[config.mk]
export PLATFORM = sky130hd
export DESIGN_NAME = reset_sequencer_flat
export DESIGN_NICKNAME = d
export VERILOG_FILES = /design/src/rtl/reset_sequencer_pkg.sv /design/src/rtl/reset_sequencer_if.sv /design/src/rtl/reset_sequencer.sv /design/src/flat_wrapper.sv
export SDC_FILE = /design/constraint.sdc
export NUM_CORES = 1
export LEC_CHECK = 0
export CORE_ASPECT_RATIO = 0.8
export CORE_MARGIN = 4
export CORE_UTILIZATION = 30
export DETAILED_ROUTE_END_ITERATION = 10
export REMOVE_ABC_BUFFERS = 1
export SLEW_MARGIN = 15
export SYNTH_ARGS = -nofsm -noshare
export SYNTH_HDL_FRONTEND = slang
export SYNTH_SLANG_ARGS = --single-unit
[constraint.sdc]
create_clock -name clk -period 2.4 [get_ports clk]
set_input_delay 0.48 -clock clk [delete_from_list [all_inputs] [get_ports clk]]
set_output_delay 0.48 -clock clk [all_outputs]
set_load 0.02 [all_outputs]
[src/rtl/reset_sequencer_pkg.sv]
// Shared types and sizing helpers for the ordered reset-release sequencer.
package rst_seq_pkg;

  typedef enum logic [2:0] {
    HOLD     = 3'd0,
    STAGE    = 3'd1,
    WAIT_ACK = 3'd2,
    RUN      = 3'd3,
    FAULT    = 3'd4
  } seq_state_t;

  // Counter only needs to reach the largest terminal value minus one.
  function automatic int unsigned cnt_width(input int unsigned hold,
                                            input int unsigned stage,
                                            input int unsigned timeout);
    int unsigned m;
    m = hold;
    if (stage > m) m = stage;
    if (timeout > m) m = timeout;
    return (m > 1) ? $clog2(m) : 1;
  endfunction

  function automatic int unsigned dom_idx_width(input int unsigned num_dom);
    return (num_dom > 1) ? $clog2(num_dom) : 1;
  endfunction

endpackage

[src/rtl/reset_sequencer_if.sv]
// Control/status bundle between the reset sequencer and the domains it manages.
interface reset_sequencer_if
  import rst_seq_pkg::*;
#(
  parameter int NUM_DOM = 4
);

  localparam int IW = dom_idx_width(NUM_DOM);

  logic               soft_rst_req;
  logic [NUM_DOM-1:0] dom_ack;
  logic [NUM_DOM-1:0] dom_rst_n;
  logic               all_up;
  logic               fault;
  logic [IW-1:0]      fault_dom;
  logic [2:0]         seq_state;

  modport master (
    input  soft_rst_req,
    input  dom_ack,
    output dom_rst_n,
    output all_up,
    output fault,
    output fault_dom,
    output seq_state
  );

  modport slave (
    output soft_rst_req,
    output dom_ack,
    input  dom_rst_n,
    input  all_up,
    input  fault,
    input  fault_dom,
    input  seq_state
  );

endinterface

[src/rtl/reset_sequencer.sv]
// Ordered reset release: hold all domains, release one at a time after settle + ack,
// and drop everything back into reset on ack timeout, ack loss or software request.
module reset_sequencer
  import rst_seq_pkg::*;
#(
  parameter int NUM_DOM      = 4,
  parameter int HOLD_CYCLES  = 64,
  parameter int STAGE_CYCLES = 16,
  parameter int ACK_TIMEOUT  = 4096
) (
  input  logic                  clk,
  input  logic                  rst,
  reset_sequencer_if.master     bus
);

  localparam int IW = dom_idx_width(NUM_DOM);
  localparam int CW = cnt_width(HOLD_CYCLES, STAGE_CYCLES, ACK_TIMEOUT);

  localparam logic [CW-1:0] HOLD_LAST  = CW'(HOLD_CYCLES - 1);
  localparam logic [CW-1:0] STAGE_LAST = CW'(STAGE_CYCLES - 1);
  localparam logic [CW-1:0] ACK_LAST   = CW'(ACK_TIMEOUT - 1);

  seq_state_t         state, state_n;
  logic [CW-1:0]      cnt, cnt_n;
  logic [IW-1:0]      idx, idx_n;
  logic [NUM_DOM-1:0] rel, rel_n;
  logic               up, up_n;
  logic               flt, flt_n;
  logic [IW-1:0]      fdom, fdom_n;

  always_ff @(posedge clk) begin
    if (rst) begin
      state <= HOLD;
      cnt   <= '0;
      idx   <= '0;
      rel   <= '0;
      up    <= 1'b0;
      flt   <= 1'b0;
      fdom  <= '0;
    end else begin
      state <= state_n;
      cnt   <= cnt_n;
      idx   <= idx_n;
      rel   <= rel_n;
      up    <= up_n;
      flt   <= flt_n;
      fdom  <= fdom_n;
    end
  end

  always_comb begin
    state_n = state;
    cnt_n   = cnt + CW'(1);
    idx_n   = idx;
    rel_n   = rel;
    up_n    = up;
    flt_n   = flt;
    fdom_n  = fdom;

    if (bus.soft_rst_req) begin
      // fault_dom is left as a record of the last fault; only rst clears it.
      state_n = HOLD;
      cnt_n   = '0;
      idx_n   = '0;
      rel_n   = '0;
      up_n    = 1'b0;
      flt_n   = 1'b0;
    end else begin
      case (state)
        HOLD: begin
          if (cnt == HOLD_LAST) begin
            state_n  = STAGE;
            cnt_n    = '0;
            idx_n    = '0;
            rel_n[0] = 1'b1;
          end
        end
        STAGE: begin
          if (cnt == STAGE_LAST) begin
            state_n = WAIT_ACK;
            cnt_n   = '0;
          end
        end
        WAIT_ACK: begin
          if (bus.dom_ack[idx]) begin
            cnt_n = '0;
            if (32'(idx) < NUM_DOM - 1) begin
              idx_n               = idx + IW'(1);
              rel_n[idx + IW'(1)] = 1'b1;
              state_n             = STAGE;
            end else begin
              state_n = RUN;
              up_n    = 1'b1;
            end
          end else if (cnt == ACK_LAST) begin
            state_n = FAULT;
            cnt_n   = '0;
            rel_n   = '0;
            up_n    = 1'b0;
            flt_n   = 1'b1;
            fdom_n  = idx;
          end
        end
        RUN: begin
          cnt_n = '0;
          if (!(&bus.dom_ack)) begin
            state_n = FAULT;
            rel_n   = '0;
            up_n    = 1'b0;
            flt_n   = 1'b1;
            // Descending scan so the lowest dropped index wins.
            for (int unsigned i = NUM_DOM; i > 0; i--) begin
              if (!bus.dom_ack[i-1]) fdom_n = IW'(i - 1);
            end
          end
        end
        default: begin
          cnt_n = '0;
        end
      endcase
    end
  end

  assign bus.dom_rst_n = rel;
  assign bus.all_up    = up;
  assign bus.fault     = flt;
  assign bus.fault_dom = fdom;
  assign bus.seq_state = state;

endmodule
[src/flat_wrapper.sv]
// flat-port wrapper written by rule: the top's interface ports become plain ports
module reset_sequencer_flat import rst_seq_pkg::*;
#(
  parameter int NUM_DOM      = 4,
  parameter int HOLD_CYCLES  = 64,
  parameter int STAGE_CYCLES = 16,
  parameter int ACK_TIMEOUT  = 4096
)
  (clk, rst, bus_soft_rst_req, bus_dom_ack, bus_dom_rst_n, bus_all_up, bus_fault, bus_fault_dom, bus_seq_state);
  reset_sequencer_if #(.NUM_DOM(NUM_DOM)) bus_i ();
  input  logic clk;
  input  logic rst;
  input wire logic [$bits(bus_i.soft_rst_req)-1:0] bus_soft_rst_req;
  input wire logic [$bits(bus_i.dom_ack)-1:0] bus_dom_ack;
  output wire logic [$bits(bus_i.dom_rst_n)-1:0] bus_dom_rst_n;
  output wire logic [$bits(bus_i.all_up)-1:0] bus_all_up;
  output wire logic [$bits(bus_i.fault)-1:0] bus_fault;
  output wire logic [$bits(bus_i.fault_dom)-1:0] bus_fault_dom;
  output wire logic [$bits(bus_i.seq_state)-1:0] bus_seq_state;
  assign bus_i.soft_rst_req = bus_soft_rst_req;
  assign bus_i.dom_ack = bus_dom_ack;
  assign bus_dom_rst_n = bus_i.dom_rst_n;
  assign bus_all_up = bus_i.all_up;
  assign bus_fault = bus_i.fault;
  assign bus_fault_dom = bus_i.fault_dom;
  assign bus_seq_state = bus_i.seq_state;
  reset_sequencer #(.NUM_DOM(NUM_DOM), .HOLD_CYCLES(HOLD_CYCLES), .STAGE_CYCLES(STAGE_CYCLES), .ACK_TIMEOUT(ACK_TIMEOUT)) u_core (.clk(clk), .rst(rst), .bus(bus_i));
endmodule
==> impl_metrics.env, run 1 <==
export IMPL_grt_pass1_wl_um=4712
export IMPL_post_route_util_pct=38.81
export IMPL_slew_violations=0
export IMPL_synth_seq_cells=25
export IMPL_setup_viol=0
export IMPL_arrival_ns=2.29
export IMPL_coreArea_um2=4230
export IMPL_path_class="in2reg"
export IMPL_num_antenna_cells=0
export IMPL_p_sw_share_pct=20.93
export IMPL_first_global_vias=977
export IMPL_cts_root_buffer="clkbuf_8"
export IMPL_drc=0
export IMPL_synth_cell_type_count=43
export IMPL_worst_path_max_fanout=8
export IMPL_vias_per_cell=4.808
export IMPL_post_cts_buffers=0
export IMPL_cp_buffers_inverters=1
export IMPL_rrSetupSlack_ns=0.49
export IMPL_worst_path_max_delay_cell="mux4_2"
export IMPL_max_freq_mhz=475.7
export IMPL_nNetsFinal=191
export IMPL_netlist_instances=155
export IMPL_final_cell_area_um2=1642
export IMPL_die_x_um=82.55
export IMPL_end_kind="register"
export IMPL_hold_path_class="reg2reg"
export IMPL_grt_use_total_pct=10.88
export IMPL_grt_max_degree=14
export IMPL_cp_startpoint="bus_dom_ack[1]"
export IMPL_numPlacedInstances=230
export IMPL_min_from="u_core.bus.all_up"
export IMPL_die_area_um2=5584
export IMPL_wl_per_cell_um=11.99
export IMPL_yosysWarnings=0
export IMPL_dr_pass1_iters=4
export IMPL_status="finished, final reports clean"
export IMPL_grt_antenna_before_repair=0
export IMPL_cts_tree="built"
export IMPL_maxCapViolCount=0
export IMPL_placedInstanceArea_um2=1597
export IMPL_cts_max_level=1
export IMPL_switching_power_mw=0.1466
export IMPL_pwr_share_seq_pct=59.6
export IMPL_synth_area_um2=1334
export IMPL_cts_sinks=25
export IMPL_irDropWorstVdd_mv=0.2770
export IMPL_fillCellCount=432
export IMPL_hold_depth=2
export IMPL_cts_resized=0
export IMPL_avgSynthCellArea_um2=8.605
export IMPL_crit_family="multiplexers"
export IMPL_syn2layout_area_growth_pct=23.08
export IMPL_grt_overflow=0
export IMPL_powerDensity_nw_per_um2=426.7
export IMPL_finalWeightedCongestion=0.8154
export IMPL_relSlewSlack_pct=72.31
export IMPL_rr_endpoint="u_core.bus.all_up"
export IMPL_yosysSeqAreaShare_pct=37.52
export IMPL_tightest_slew_ns=0.4144
export IMPL_period_minus_slack_ns=2.102
export IMPL_clockPowerShare_pct=35.0
export IMPL_io_pins=18
export IMPL_regToRegStartpoint="u_core.cnt[0]"
export IMPL_die_h_um=67.64
export IMPL_multiInputGateArea_um2=779.5
export IMPL_holdWs_ns=0.4464
export IMPL_start_util_pct=31.53
export IMPL_clk_latency_ns=0.26
export IMPL_instances_no_fill=234
export IMPL_worstPathRequired_ns=2.59
export IMPL_clk_pin_slew_ns=0.08
export IMPL_drt_iter0_drc=78
export IMPL_hold_end="u_core.bus.all_up"
export IMPL_p_comb_share_pct=5.4
export IMPL_drt_total_wl_um=2805
export IMPL_ff2ff_path_depth=6
export IMPL_cts_buffers_inserted=3
export IMPL_setup_ws_ns=0.2979
export IMPL_leakage_nw=0.5739
export IMPL_hpwlAfterDp_um=2133
export IMPL_io_buffers=17
export IMPL_fin_crit_sh_pct=87.59
export IMPL_final_layout_size_suffix_gt1_share_pct=11.86
export IMPL_finalHoldViolCount=0
export IMPL_skew_ns=0.001784
export IMPL_place_ws_ns=-0.0006888
export IMPL_cp_start_kind="primary input"
export IMPL_rsz0062_at_grt="no"
export IMPL_seq_area_um2=500.5
export IMPL_drtAntennaViolNets=0
export IMPL_rows=21
export IMPL_clk_path_buf_depth=2
export IMPL_cts_hold_buf=0
export IMPL_crit_path_cell_trace="clkdlybuf4s50_1 -> mux4_2 -> a41oi_4 -> o211ai_1 -> o211a_1 -> nor3_1"
export IMPL_vias=1125
export IMPL_max_stage_delay_ns=0.59
export IMPL_p_int_mw=0.5538
[cells by family after synthesis]
| logic type | after synthesis | share of synthesized area (%) |
|---|---|---|
| AO/OA/AOI/OAI | 35 | 19.70 |
| XOR/XNOR | 10 | 6.567 |
| adder cells (fa/ha/maj) | 6 | 5.628 |
| buffers and inverters | 13 | 4.034 |
| flip-flops | 25 | 37.52 |
| multiplexers | 2 | 2.439 |
| AND/OR/NAND/NOR | 64 | 24.11 |
[power groups by stage]
| stage | clock [mW] | sequential, mW | combinational [mW] |
|---|---|---|---|
| after floorplan | 0 | 0.427 | 0.0176 |
| after global placement | 0 | 0.427 | 0.0382 |
| after detailed placement | 0 | 0.427 | 0.0381 |
| after CTS | 0.258 | 0.417 | 0.0382 |
| after global routing | 0.279 | 0.418 | 0.0422 |
| final | 0.245 | 0.417 | 0.0380 |
[worst min-delay path: cells and delay by family (launching register included)]
kind	cells	cell delay (ns)
flops	1	0.31
buf+inv	1	0.05
compound gates	1	0.05
[through the flow]
step	power (mW)	setup TNS, ns
3_3_place_gp	0.4653	0
4_1_cts	0.7136	0
3_5_place_dp	0.4653	-0.0006888
6_report	0.7004	0
2_1_floorplan	0.4444	0
5_1_grt	0.7390	0
[routing by layer]
| layer | GRT usage [%] | wire (µm) | vias to the layer above | share of wire, % |
|---|---|---|---|---|
| met2 | 15.00 | 1150 | 32 | 41 |
| li1 | - | - | 589 | - |
| met3 | 2.400 | 139 | 2 | 5.0 |
| met5 | 0 | 0 | - | 0 |
| met1 | 16.68 | 1497 | 502 | 53 |
| met4 | 2.857 | 18 | 0 | 0.64 |
[cell type report]
| cell class | instances | share of cell area, % |
|---|---|---|
| multi-input cells | 117 | 47.48 |
| flip-flops and latches | 25 | 30.49 |
| repair buffers | 23 | 13.11 |
| well taps | 57 | 4.345 |
| clock buffers | 4 | 2.744 |
| inverters | 8 | 1.829 |
[how the worst max path moves through the flow]
stage / end / cells past startpoint
after global routing: u_core.cnt[5] / 6
after floorplan: u_core.cnt[10] / 5
final: u_core.bus.seq_state[0] / 6
after detailed placement: u_core.cnt[11] / 6
after global placement: u_core.cnt[4] / 6
after CTS: u_core.cnt[11] / 6
[flip-flops by register name, summed over array words and instances, names as in the netlist]
signal / count
u_core.bus.dom_rst_n: 4
u_core.idx: 2
u_core.cnt: 12
u_core.bus.fault: 1
u_core.bus.seq_state: 3
u_core.bus.all_up: 1
u_core.bus.fault_dom: 2
[cells in the final DEF (no fill, tap or decap), types with 2 or more instances in the layout]
master	synthesis	routed
dfxtp_1	25	25
xor2_1	7	7
nor2_1	24	24
a31oi_1	4	4
or2_2	2	2
clkdlybuf4s50_1	0	17
nor3_1	2	2
nand3_1	6	6
inv_1	8	8
nand4_1	4	4
nor3b_1	3	3
buf_4	1	6
and3_1	2	2
clkbuf_8	0	3
nand2_1	11	11
a311oi_1	2	2
o21a_1	3	3
o21ai_0	4	4
ha_1	6	6
a21oi_1	12	12
xnor2_1	3	3
[synthesized netlist by cell type]
master	count	area [µm²]
o31a_1	1	8.760
and4_2	1	10.01
a311oi_1	2	17.52
and3b_1	1	8.760
nand3_1	6	30.03
nor2_1	24	90.09
o21ai_2	1	8.760
a211oi_4	1	20.02
nand2_1	11	41.29
and3_2	1	7.510
inv_1	8	30.03
nor2b_2	1	8.760
a31oi_1	4	25.02
o211a_1	1	10.01
buf_2	1	5.000
a31o_2	1	8.760
o21a_1	3	22.52
a41oi_4	1	27.53
and3_1	2	12.51
dfxtp_1	25	500.5
o31a_2	1	10.01
and2_1	1	6.260
nor3b_1	3	22.52
nor3_1	2	10.01
o21ai_0	4	20.02
xnor2_1	3	26.28
nand4_1	4	25.02
clkbuf_1	3	11.26
o2111ai_1	1	8.760
mux4_2	1	22.52
buf_4	1	7.510
and4_1	1	8.760
ha_1	6	75.07
o211ai_1	1	7.510
a21oi_1	12	60.06
a22oi_1	1	7.510
nor4_1	1	6.260
or2_2	2	12.51
or2_1	1	6.260
nand3b_1	1	7.510
xor2_1	7	61.31
mux2i_1	1	10.01
and2_2	1	7.510
Note: power is estimated with default switching activity, not from simulation.
==> inputs of run 2 (changes only) <==
--- a/config.mk
+++ b/config.mk
@@ -9,6 +9,7 @@
 export CORE_MARGIN = 4
 export CORE_UTILIZATION = 30
 export DETAILED_ROUTE_END_ITERATION = 10
+export DONT_BUFFER_PORTS = 1
 export REMOVE_ABC_BUFFERS = 1
 export SLEW_MARGIN = 15
 export SYNTH_ARGS = -nofsm -noshare
==> impl_metrics.env, run 2 (synthesized netlist as in run 1, its figures left out) <==
export IMPL_status="finished, final reports clean"
export IMPL_end_kind="register"
export IMPL_die_h_um=67.64
export IMPL_drt_total_wl_um=2767
export IMPL_p_total_mw=0.7040
export IMPL_instances_no_fill=214
export IMPL_cts_root_buffer="clkbuf_8"
export IMPL_coreArea_um2=4230
export IMPL_max_stage_delay_ns=0.65
export IMPL_regToRegStartpoint="u_core.idx[0]"
export IMPL_ff2ff_path_depth=5
export IMPL_crit_path_cell_trace="mux4_2 -> nor2b_2 -> a22oi_1 -> or2_1 -> nor2_1"
export IMPL_skew_ns=0.003298
export IMPL_cts_tree="built"
export IMPL_dr_pass1_iters=4
export IMPL_grt_busiest_layer="met1"
export IMPL_numPlacedInstances=210
export IMPL_grt_antenna_before_repair=0
export IMPL_holdWs_ns=0.2604
export IMPL_finalWeightedCongestion=0.8183
export IMPL_cts_hold_buf=0
export IMPL_fin_crit_sh_pct=79.34
export IMPL_cts_sinks=25
export IMPL_grt_overflow=0
export IMPL_grt_pass1_wl_um=4485
export IMPL_drt_iter0_drc=49
export IMPL_worst_path_max_fanout=10
export IMPL_slew_violations=0
export IMPL_rows=21
export IMPL_io_pins=18
export IMPL_setup_viol=0
export IMPL_drc=0
export IMPL_final_layout_size_suffix_gt1_share_pct=12.10
export IMPL_hold_depth=1
export IMPL_grt_use_met1_pct=15.71
export IMPL_hold_end="u_core.bus.fault_dom[1]"
export IMPL_vias_per_cell=4.879
export IMPL_setup_ws_ns=0.4959
export IMPL_hold_path_class="in2reg"
export IMPL_max_freq_mhz=525.2
export IMPL_min_from="rst"
export IMPL_period_minus_slack_ns=1.904
export IMPL_first_global_vias=951
export IMPL_met2_usage_pct=13.90
export IMPL_start_util_pct=31.53
export IMPL_clk_path_buf_depth=2
export IMPL_grt_max_degree=16
export IMPL_clk_latency_ns=0.27
export IMPL_powerDensity_nw_per_um2=484.6
export IMPL_clk_pin_slew_ns=0.09
export IMPL_vias=1044
export IMPL_irDropWorstVdd_mv=0.1782
export IMPL_post_cts_buffers=0
export IMPL_regMostFlops="u_core.cnt"
export IMPL_die_area_um2=5584
export IMPL_num_antenna_cells=0
export IMPL_worstPathRequired_ns=2.61
export IMPL_met3_usage_pct=3.600
export IMPL_cts_resized=0
export IMPL_largest_reg_flops=12
export IMPL_leakage_nw=0.4967
export IMPL_cts_max_level=1
export IMPL_maxCapViolCount=0
export IMPL_placedInstanceArea_um2=1404
export IMPL_rsz0062_at_grt="no"
export IMPL_io_buffers=0
export IMPL_final_cell_mix="dfxtp_1 (25), nor2_1 (24), a21oi_1 (12)"
export IMPL_final_cell_area_um2=1453
export IMPL_finalHoldViolCount=0
export IMPL_post_route_util_pct=34.34
export IMPL_rr_endpoint="u_core.cnt[9]"
export IMPL_relSlewSlack_pct=61.29
export IMPL_tightest_slew_ns=0.5798
export IMPL_place_ws_ns=0.4375
export IMPL_wl_per_cell_um=12.93
export IMPL_cp_start_kind="register"
export IMPL_syn2layout_area_growth_pct=8.912
export IMPL_drtAntennaViolNets=0
export IMPL_path_class="reg2reg"
export IMPL_fin_setup_tns_ns=0
export IMPL_arrival_ns=2.12
export IMPL_nNetsFinal=171
export IMPL_worst_path_max_delay_cell="mux4_2"
export IMPL_grt_use_total_pct=10.45
export IMPL_die_x_um=82.55
export IMPL_hpwlAfterDp_um=2115
export IMPL_cts_buffers_inserted=3
export IMPL_final_common_cell="dfxtp_1"
export IMPL_rrSetupSlack_ns=0.50
==> run 2: cell types whose count changed in the layout (fill, tap and decap cells not counted) <==
| cell | before | now |
|---|---|---|
| clkdlybuf4s50_1 | 17 | 0 |
| clkbuf_1 | 1 | 0 |
| clkinvlp_4 | 0 | 1 |
| buf_4 | 6 | 3 |
==> run 2: worst max-delay path by stage <==
stage	startpoint	end	slack, ns
after global routing	u_core.idx[0]	u_core.cnt[5]	0.34
after global placement	bus_dom_ack[3]	u_core.cnt[4]	0.43
after CTS	u_core.idx[0]	u_core.cnt[11]	0.47
final	u_core.idx[0]	u_core.cnt[9]	0.50
after floorplan	u_core.idx[0]	u_core.cnt[10]	0.59
after detailed placement	bus_dom_ack[3]	u_core.cnt[9]	0.44
==> run 2: per-layer routing <==
metal	vias to the layer above	wire (µm)
met4	0	21
met5	-	0
li1	553	-
met2	26	1066
met3	2	154
met1	463	1525
==> run 2: report_power, final <==
group	switching (mW)	internal, mW	leakage (nW)
clock network	0.145	0.118	0.0217
registers	0.00124	0.416	0.202
logic	0.0151	0.00887	0.273
==> run 2: final cells by class <==
type,count,area [µm²]
Tap cell,57,71.32
Fill cell,432,2778
Multi-Input combinational cell,117,779.5
Sequential cell,25,500.5
Timing Repair Buffer,3,22.52
Clock buffer,3,41.29
Clock inverter,1,7.507
Inverter,8,30.03
==> run 2: worst max-delay path: cells and delay by family (launching register included) <==
kind	cells	cell delay (ns)
flops	1	0.38
mux	1	0.65
compound gates	1	0.10
simple gates	3	0.71
